$ cat src/rtl/s_chunk_packer_pkg.sv
`default_nettype none
// ---------------------------------------------------------------------------
// s_chunk_packer_pkg : shared sizes, base codes and packer states
// Revision: 1.0
// ---------------------------------------------------------------------------
package s_chunk_packer_pkg;

  localparam int PE_ARRAY_SIZE     = 16;
  localparam int PE_ARRAY_SIZE_LOG = 4;

  localparam logic [1:0] BASE_A = 2'd0;
  localparam logic [1:0] BASE_C = 2'd1;
  localparam logic [1:0] BASE_G = 2'd2;
  localparam logic [1:0] BASE_T = 2'd3;

  typedef enum logic [1:0] {
    ST_IDLE  = 2'd0,
    ST_LOAD  = 2'd1,
    ST_DRAIN = 2'd2,
    ST_DONE  = 2'd3
  } state_t;

endpackage
`default_nettype wire

$ cat src/rtl/s_chunk_reg.sv
`default_nettype none
// ---------------------------------------------------------------------------
// s_chunk_reg : valid-tagged chunk + count register (slot write, seal, load)
// Revision: 1.0
// ---------------------------------------------------------------------------
module s_chunk_reg #(
  parameter int SLOTS  = 16,
  parameter int SLOT_W = 4
) (
  input  logic               clk,
  input  logic               rst_n,
  input  logic               clear,
  input  logic               load,
  input  logic [2*SLOTS-1:0] load_data,
  input  logic [SLOT_W:0]    load_cnt,
  input  logic               wr_en,
  input  logic [SLOT_W-1:0]  wr_slot,
  input  logic [1:0]         wr_base,
  input  logic               seal,
  input  logic [SLOT_W:0]    seal_cnt,
  output logic [2*SLOTS-1:0] data,
  output logic [SLOT_W:0]    cnt,
  output logic               valid
);

  // Clearing zeroes the data so a partial chunk always has empty upper slots.
  always_ff @(posedge clk) begin
    if (!rst_n || clear) begin
      data  <= '0;
      cnt   <= '0;
      valid <= 1'b0;
    end else if (load) begin
      data  <= load_data;
      cnt   <= load_cnt;
      valid <= 1'b1;
    end else begin
      if (wr_en) begin
        data[{wr_slot, 1'b0} +: 2] <= wr_base;
      end
      if (seal) begin
        cnt   <= seal_cnt;
        valid <= 1'b1;
      end
    end
  end

endmodule
`default_nettype wire

$ cat src/rtl/s_chunk_packer.sv
`default_nettype none
// ---------------------------------------------------------------------------
// s_chunk_packer : packs a 2-bit base stream into PE-array-sized chunks and
//                  answers chunk requests from a two-deep pack/hold buffer
// Revision: 1.0
// ---------------------------------------------------------------------------
module s_chunk_packer #(
  parameter int PE_ARRAY_SIZE     = s_chunk_packer_pkg::PE_ARRAY_SIZE,
  parameter int PE_ARRAY_SIZE_LOG = s_chunk_packer_pkg::PE_ARRAY_SIZE_LOG
) (
  input  logic                         clk,
  input  logic                         rst_n,
  input  logic                         i_start,
  input  logic [1:0]                   i_base,
  input  logic                         i_base_valid,
  input  logic                         i_base_last,
  output logic                         o_base_ready,
  input  logic                         i_request_s,
  output logic [PE_ARRAY_SIZE*2-1:0]   o_s,
  output logic [PE_ARRAY_SIZE_LOG:0]   o_s_valid,
  output logic                         o_s_ack,
  output logic                         o_busy
);
  import s_chunk_packer_pkg::*;

  localparam logic [PE_ARRAY_SIZE_LOG-1:0] LAST_SLOT = PE_ARRAY_SIZE_LOG'(PE_ARRAY_SIZE - 1);

  state_t                         state;
  logic                           pending;
  logic [PE_ARRAY_SIZE_LOG-1:0]   pack_ptr;

  logic [PE_ARRAY_SIZE*2-1:0]     pack_data;
  logic [PE_ARRAY_SIZE_LOG:0]     pack_cnt;
  logic                           pack_valid;
  logic [PE_ARRAY_SIZE*2-1:0]     hold_data;
  logic [PE_ARRAY_SIZE_LOG:0]     hold_cnt;
  logic                           hold_valid;

  logic                           base_ready;
  logic                           accept;
  logic                           seal;
  logic [PE_ARRAY_SIZE_LOG:0]     seal_cnt;
  logic                           req;
  logic                           serve;
  logic                           move;
  logic                           zero_resp;

  assign base_ready = (state == ST_LOAD) && !pack_valid;
  assign accept     = i_base_valid && base_ready;
  assign seal       = accept && ((pack_ptr == LAST_SLOT) || i_base_last);
  assign seal_cnt   = {1'b0, pack_ptr} + (PE_ARRAY_SIZE_LOG+1)'(1);
  assign req        = i_request_s || pending;
  assign serve      = req && hold_valid;
  // The pack stage moves forward whenever the hold stage is free or being emptied now.
  assign move       = pack_valid && (!hold_valid || serve);
  assign zero_resp  = req && !hold_valid &&
                      (((state == ST_DRAIN) && !pack_valid) || (state == ST_DONE));

  assign o_base_ready = base_ready;
  assign o_busy       = (state == ST_LOAD) || (state == ST_DRAIN);

  s_chunk_reg #(
    .SLOTS  (PE_ARRAY_SIZE),
    .SLOT_W (PE_ARRAY_SIZE_LOG)
  ) u_pack (
    .clk       (clk),
    .rst_n     (rst_n),
    .clear     (i_start || move),
    .load      (1'b0),
    .load_data ('0),
    .load_cnt  ('0),
    .wr_en     (accept && !i_start),
    .wr_slot   (pack_ptr),
    .wr_base   (i_base),
    .seal      (seal && !i_start),
    .seal_cnt  (seal_cnt),
    .data      (pack_data),
    .cnt       (pack_cnt),
    .valid     (pack_valid)
  );

  s_chunk_reg #(
    .SLOTS  (PE_ARRAY_SIZE),
    .SLOT_W (PE_ARRAY_SIZE_LOG)
  ) u_hold (
    .clk       (clk),
    .rst_n     (rst_n),
    .clear     (i_start || (serve && !move)),
    .load      (move && !i_start),
    .load_data (pack_data),
    .load_cnt  (pack_cnt),
    .wr_en     (1'b0),
    .wr_slot   ('0),
    .wr_base   (2'b00),
    .seal      (1'b0),
    .seal_cnt  ('0),
    .data      (hold_data),
    .cnt       (hold_cnt),
    .valid     (hold_valid)
  );

  always_ff @(posedge clk) begin
    if (!rst_n) begin
      state     <= ST_IDLE;
      pending   <= 1'b0;
      pack_ptr  <= '0;
      o_s       <= '0;
      o_s_valid <= '0;
      o_s_ack   <= 1'b0;
    end else if (i_start) begin
      state    <= ST_LOAD;
      pending  <= 1'b0;
      pack_ptr <= '0;
      o_s_ack  <= 1'b0;
    end else begin
      o_s_ack <= 1'b0;

      if (accept) begin
        pack_ptr <= seal ? '0 : pack_ptr + 1'b1;
        if (i_base_last) begin
          state <= ST_DRAIN;
        end
      end

      if (serve) begin
        o_s       <= hold_data;
        o_s_valid <= hold_cnt;
        o_s_ack   <= 1'b1;
        pending   <= 1'b0;
      end else if (zero_resp) begin
        o_s       <= '0;
        o_s_valid <= '0;
        o_s_ack   <= 1'b1;
        pending   <= 1'b0;
        state     <= ST_DONE;
      end else if (i_request_s &&
                   ((state == ST_LOAD) || ((state == ST_DRAIN) && pack_valid))) begin
        pending <= 1'b1;
      end
    end
  end

endmodule
`default_nettype wire

$ cat config.mk
export PLATFORM = sky130hd
export DESIGN_NAME = s_chunk_packer
export DESIGN_NICKNAME = d
export VERILOG_FILES = /design/src/rtl/s_chunk_packer_pkg.sv /design/src/rtl/s_chunk_reg.sv /design/src/rtl/s_chunk_packer.sv
export SDC_FILE = /design/constraint.sdc
export NUM_CORES = 1
export LEC_CHECK = 0
export CAP_MARGIN = 20
export CORE_ASPECT_RATIO = 1.5
export CORE_MARGIN = 2
export CORE_UTILIZATION = 50
export CTS_CLUSTER_SIZE = 25
export DETAILED_ROUTE_END_ITERATION = 10
export MAX_ROUTING_LAYER = met4
export PLACE_DENSITY = 0.7
export SETUP_SLACK_MARGIN = 0.1
export SKIP_LAST_GASP = 1
export SYNTH_ARGS = -nofsm -noshare
export SYNTH_HDL_FRONTEND = slang
export SYNTH_HIERARCHICAL = 1
export SYNTH_SLANG_ARGS = --single-unit
$ cat constraint.sdc
create_clock -name clk -period 7.3 [get_ports clk]
set_clock_uncertainty 0.2 [all_clocks]
set_input_delay 1.825 -clock clk [delete_from_list [all_inputs] [get_ports clk]]
set_output_delay 1.825 -clock clk [all_outputs]
set_load 0.01 [all_outputs]
==> results.json, run 1 <==
{
  "startpoint_type": "input pin",
  "hold_viol": 0,
  "dp.final_hpwl_mm": 11.6,
  "tightest_slew_ps": 1020,
  "die_width_um": 93.0,
  "drt_iter0_markers": 302,
  "layout.cells.non_filler": 892,
  "drcViolationCount": 0,
  "vias_per_cell": 5.96,
  "syn_area_per_cell_um2": 9.19,
  "arrival_ps": 4690,
  "cts_tree": "yes",
  "setup_slack_ps": 2760,
  "final_nets": 747,
  "final_max_slew_viol_count": 0,
  "num_vias": 5317,
  "n_fill_cell": 1003,
  "cp_max_fo": 30,
  "clock_sinks": 121,
  "wire_per_inst_um": 17.7,
  "antenna_found_initial": 0,
  "numCtsBuffers": 17,
  "cp-end-kind": "register",
  "first_pass_iters": 5,
  "yosysSeqAreaShare": 0.407,
  "gp_congestion": 0.912,
  "synth_seq_cells": 121,
  "ff_latch_area_um2": 2420,
  "path_class": "input pin to register",
  "cts_resized": 0,
  "ant_nets": 0,
  "relSlewSlack": 0.316,
  "synthCells": 647,
  "yosysUniqueCellTypes": 71,
  "rows": 48,
  "coreArea_um2": 11500,
  "grt_max_degree": 38,
  "pin_count": 48,
  "htree_levels": 4,
  "dominantRegCellSynth": "dfxtp_1",
  "fmax_mhz": 220,
  "die-area_um2": 12800,
  "totalWireLength_mm": 15.8,
  "die_y_um": 138,
  "antenna_cells": 0,
  "dpl_worst_slack_ps": 2410,
  "period_minus_slack_ps": 4540,
  "status": "finished clean",
  "required_ps": 7450,
  "cts.path.max_buffers": 2,
  "multi_input_area_um2": 3450,
  "clk_latency_ps": 410,
  "start_util": 0.516,
  "power_leakage_nw": 2.95,
  "drv_cap": 0,
  "drive_gt1_frac": 0.117,
  "final_common_cell": "dfxtp_1",
  "dpl-instance-area_um2": 6620,
  "finalSetupViolCount": 0,
  "final_cell_area_um2": 7250,
  "groute.usage.overall": 0.265,
  "final_cell_mix": "121 x dfxtp_1, 65 x conb_1, 47 x clkdlybuf4s50_1",
  "hold_buffers": 0,
  "async_reset_ff_frac": 0,
  "netlist_area_um2": 5950,
  "root_buffer": "clkbuf_16",
  "grt_pass1_wl_mm": 25.6,
  "place_inst": 860,
  "grt-ovfl-total": 0,
  "grt_pass1_vias": 4947,
  "cts_setup_buffers": 0,
  "p_per_area_nw_per_um2": 230,
  "area_growth_syn_to_layout_pct": 21.9,
  "hold_class": "register to register",
  "vdd_drop_max_v": 0.000151,
  "path_clk_slew_ps": 60,
  "fin_crit_sh": 0.622,
  "finalSetupTns_ps": 0,
  "portBuffers": 47,
  "synth_edf_count": 0,
  "finalPower_w": 0.00167,
  "synth_warnings": 6,
  "grt_setup_unrepaired": "no"
}
==> critical path, stage by stage <==
cell	delay (ps)
clkdlybuf4s50_1	450
or2_2	340
o21ai_0	240
nor2_1	60
buf_4	210
inv_1	580
nand2_1	410
a31oi_1	350
a221o_1	210
==> kinds of logic after synthesis <==
| group | synth area share |
|---|---|
| XOR/XNOR | 0.0130 |
| buffers and inverters | 0.0528 |
| AND/OR/NAND/NOR | 0.187 |
| adder cells (fa/ha/maj) | 0.0210 |
| other | 0.000631 |
| flip-flops | 0.407 |
| AO/OA/AOI/OAI | 0.274 |
| multiplexers | 0.0438 |
==> power by group <==
group          switching [W]  internal (W)  leakage, nW
sequential         0.0000105      0.000672        0.979
clock               0.000310      0.000558        0.304
combinational      0.0000774     0.0000386         1.67
==> Yosys cell counts (12+ instances only) <==
cell	instances	area, µm²
o21ai_0	40	200
dfxtp_1	121	2420
nor2_1	41	154
nand2_1	32	120
buf_2	14	70.1
nor3_1	19	95.1
a21oi_1	39	195
nand4_1	13	81.3
inv_1	14	52.6
mux2i_1	26	260
a32o_2	30	338
o211ai_1	12	90.1
a31oi_1	21	131
a221o_1	18	180
nand3_1	12	60.1
clkbuf_1	30	113
==> flip-flops by register name (all words and copies together) (netlist names) <==
signal        flops
pack_ptr          4
u_pack/data      32
u_hold/cnt        5
u_pack/valid      1
u_pack/cnt        5
state             2
o_s_ack           1
pending           1
u_hold/valid      1
u_hold/data      32
o_s_valid         5
o_s              32
==> routing by layer <==
metal  global-route usage  share of wire  wire length (µm)  vias to the layer above
li1                     -              -                 -                     2601
met1                0.315           0.42              6650                     2564
met2                0.448           0.52              8240                      133
met3               0.0563          0.039               617                       19
met4               0.0874          0.018               289                        0
met5                    -              0                 0                        -
==> metrics by stage <==
stage	util	hold slack, ps
finish	0.628	266
global route	0.628	288
CTS	0.628	273
detailed placement	0.574	260
global placement	0.574	255
floorplan	-	235
==> final timing paths <==
kind / start / end / slack [ps] / depth (start not counted)
max: i_request_s / u_hold/data[11]$_SDFFE_PP0P_ / 2760 / 9
min: u_hold/data[8]$_SDFFE_PP0P_ / o_s[8]$_SDFFE_PN0P_ / 270 / 1
max reg2reg: pending$_SDFFE_PP0P_ / u_hold/data[11]$_SDFFE_PP0P_ / 4300 / 8
min reg2reg: u_hold/data[8]$_SDFFE_PP0P_ / o_s[8]$_SDFFE_PN0P_ / 270 / 1
==> layout make-up <==
class	instances	area share
clock buffer	19	0.0625
clock inverter	13	0.0233
inverter	15	0.00777
multi-input combinational	522	0.476
sequential	121	0.334
tap	150	0.0259
timing repair buffer	52	0.0701
(Power assumes the default switching activity.)
==> inputs of run 2 (changes only) <==
PLACE_DENSITY = 0.73   (was 0.7)
clock period = 4.1 ns   (was 7.3 ns; I/O delays follow)
==> results.json, run 2 (synthesis gave the netlist of run 1 again) <==
{
  "vias_per_cell": 6.13,
  "antenna_found_initial": 0,
  "ant_nets": 0,
  "crit_family": "simple AND/OR/NAND/NOR gates",
  "place_inst": 866,
  "ff2ff_setup_slack_ps": 1370,
  "critPathLaunch": "i_request_s",
  "holdPathEnd": "o_s[8]$_SDFFE_PN0P_",
  "hold_depth": 1,
  "finalSetupViolCount": 0,
  "hold_start": "u_hold/data[8]$_SDFFE_PP0P_",
  "htree_levels": 4,
  "drt_iter0_markers": 372,
  "relSlewSlack": 0.492,
  "gp_congestion": 0.891,
  "final_common_cell": "dfxtp_1",
  "p_per_area_nw_per_um2": 408,
  "fmax_mhz": 307,
  "numCtsBuffers": 17,
  "drive_gt1_frac": 0.124,
  "grt_pass1_vias": 5198,
  "antenna_cells": 0,
  "status": "finished clean",
  "vdd_drop_max_v": 0.000271,
  "cts.path.max_buffers": 2,
  "area_growth_syn_to_layout_pct": 22.5,
  "rr_worst_depth": 8,
  "totalWireLength_mm": 16.3,
  "n_fill_cell": 1019,
  "num_vias": 5506,
  "first_pass_iters": 5,
  "tightest_slew_ps": 758,
  "slowest_delay_ps": 580,
  "coreArea_um2": 11500,
  "path_clk_slew_ps": 60,
  "grt_setup_unrepaired": "no",
  "layout.cells.non_filler": 898,
  "dp.final_hpwl_mm": 11.7,
  "die_y_um": 138,
  "die_width_um": 93.0,
  "worst-path-stages": 8,
  "wire_per_inst_um": 18.1,
  "clk_latency_ps": 410,
  "grt_pass1_wl_mm": 25.9,
  "start_util": 0.516,
  "cts_setup_buffers": 0,
  "final_nets": 753,
  "die-area_um2": 12800,
  "pin_count": 48,
  "reg_top3": "o_s x32, u_hold/data x32, u_pack/data x32",
  "cts_resized": 0,
  "fin_crit_sh": 0.795,
  "rows": 48,
  "period_minus_slack_ps": 3260,
  "portBuffers": 47,
  "required_ps": 4250,
  "drcViolationCount": 0,
  "drv_cap": 0,
  "fin_hold_ws_ps": 270,
  "finalSetupTns_ps": 0,
  "cp-end-kind": "register",
  "arrival_ps": 3410,
  "crit_chain": "clkdlybuf4s50_1 > or2_2 > o21ai_0 > nand2_1 > nand2b_1 > or4_4 > nor4_1 > a221o_1",
  "hold_class": "register to register",
  "finalPower_w": 0.00297,
  "hold_buffers": 0,
  "r2r_end": "u_pack/data[31]$_SDFFE_PP0P_",
  "path_class": "input pin to register",
  "groute.usage.overall": 0.267,
  "r2r-start": "state[1]$_SDFF_PP0_",
  "cts_tree": "yes",
  "cp_slowest_cell": "or4_4",
  "grt-ovfl-total": 0,
  "clock_sinks": 121,
  "final_cell_mix": "121 x dfxtp_1, 65 x conb_1, 47 x clkdlybuf4s50_1",
  "startpoint_type": "input pin",
  "grt_max_degree": 42,
  "hold_viol": 0,
  "root_buffer": "clkbuf_16",
  "power_leakage_nw": 2.97,
  "critPathBufInv": 1,
  "cp_max_fo": 4,
  "final_max_slew_viol_count": 0
}
## run 2: cell count changes in the layout (fill, tap and decap cells not counted)
cell / previous run / this run
clkinv_4: 5 / 4
clkinvlp_4: 1 / 2
clkbuf_8: 2 / 0
inv_6: 2 / 5
buf_4: 5 / 11
clkinv_2: 2 / 1
## run 2: worst max path at each step
| stage | endpoint | slack, ps |
|---|---|---|
| floorplan | u_pack/data[30]$_SDFFE_PP0P_ | 1020 |
| global placement | u_pack/data[30]$_SDFFE_PP0P_ | 520 |
| detailed placement | u_pack/data[31]$_SDFFE_PP0P_ | 480 |
| CTS | u_pack/data[31]$_SDFFE_PP0P_ | 890 |
| global route | u_pack/data[31]$_SDFFE_PP0P_ | 700 |
| finish | u_pack/data[31]$_SDFFE_PP0P_ | 840 |
## run 2: layer usage
metal  up-vias  part of all wire  GRT usage
met2       197              0.52      0.470
met4         0             0.032      0.119
met5         -                 0          -
li1       2603                 -          -
met3        42             0.050     0.0416
met1      2664              0.39      0.299
## run 2: where the power goes
part           leakage (nW)  internal [W]  switching [W]
Clock                 0.295      0.000967       0.000576
Sequential            0.979       0.00120      0.0000189
Combinational          1.70     0.0000718       0.000142
## run 2: cell type report
cell class | count | area (µm²) | share of cell area
clock buffers | 17 | 425 | 0.0584
clock inverters | 15 | 189 | 0.0259
inverters | 15 | 56.3 | 0.00773
multi-input cells | 522 | 3450 | 0.474
flip-flops and latches | 121 | 2420 | 0.333
well taps | 150 | 188 | 0.0258
repair buffers | 58 | 553 | 0.0759
## run 2: per-stage QoR
stage,setup slack [ps],util,cell area [µm²]
global route,701,0.632,7280
finish,839,0.632,7280
detailed placement,476,0.578,6670
global placement,516,0.578,6670
floorplan,1020,-,6190
CTS,894,0.632,7280
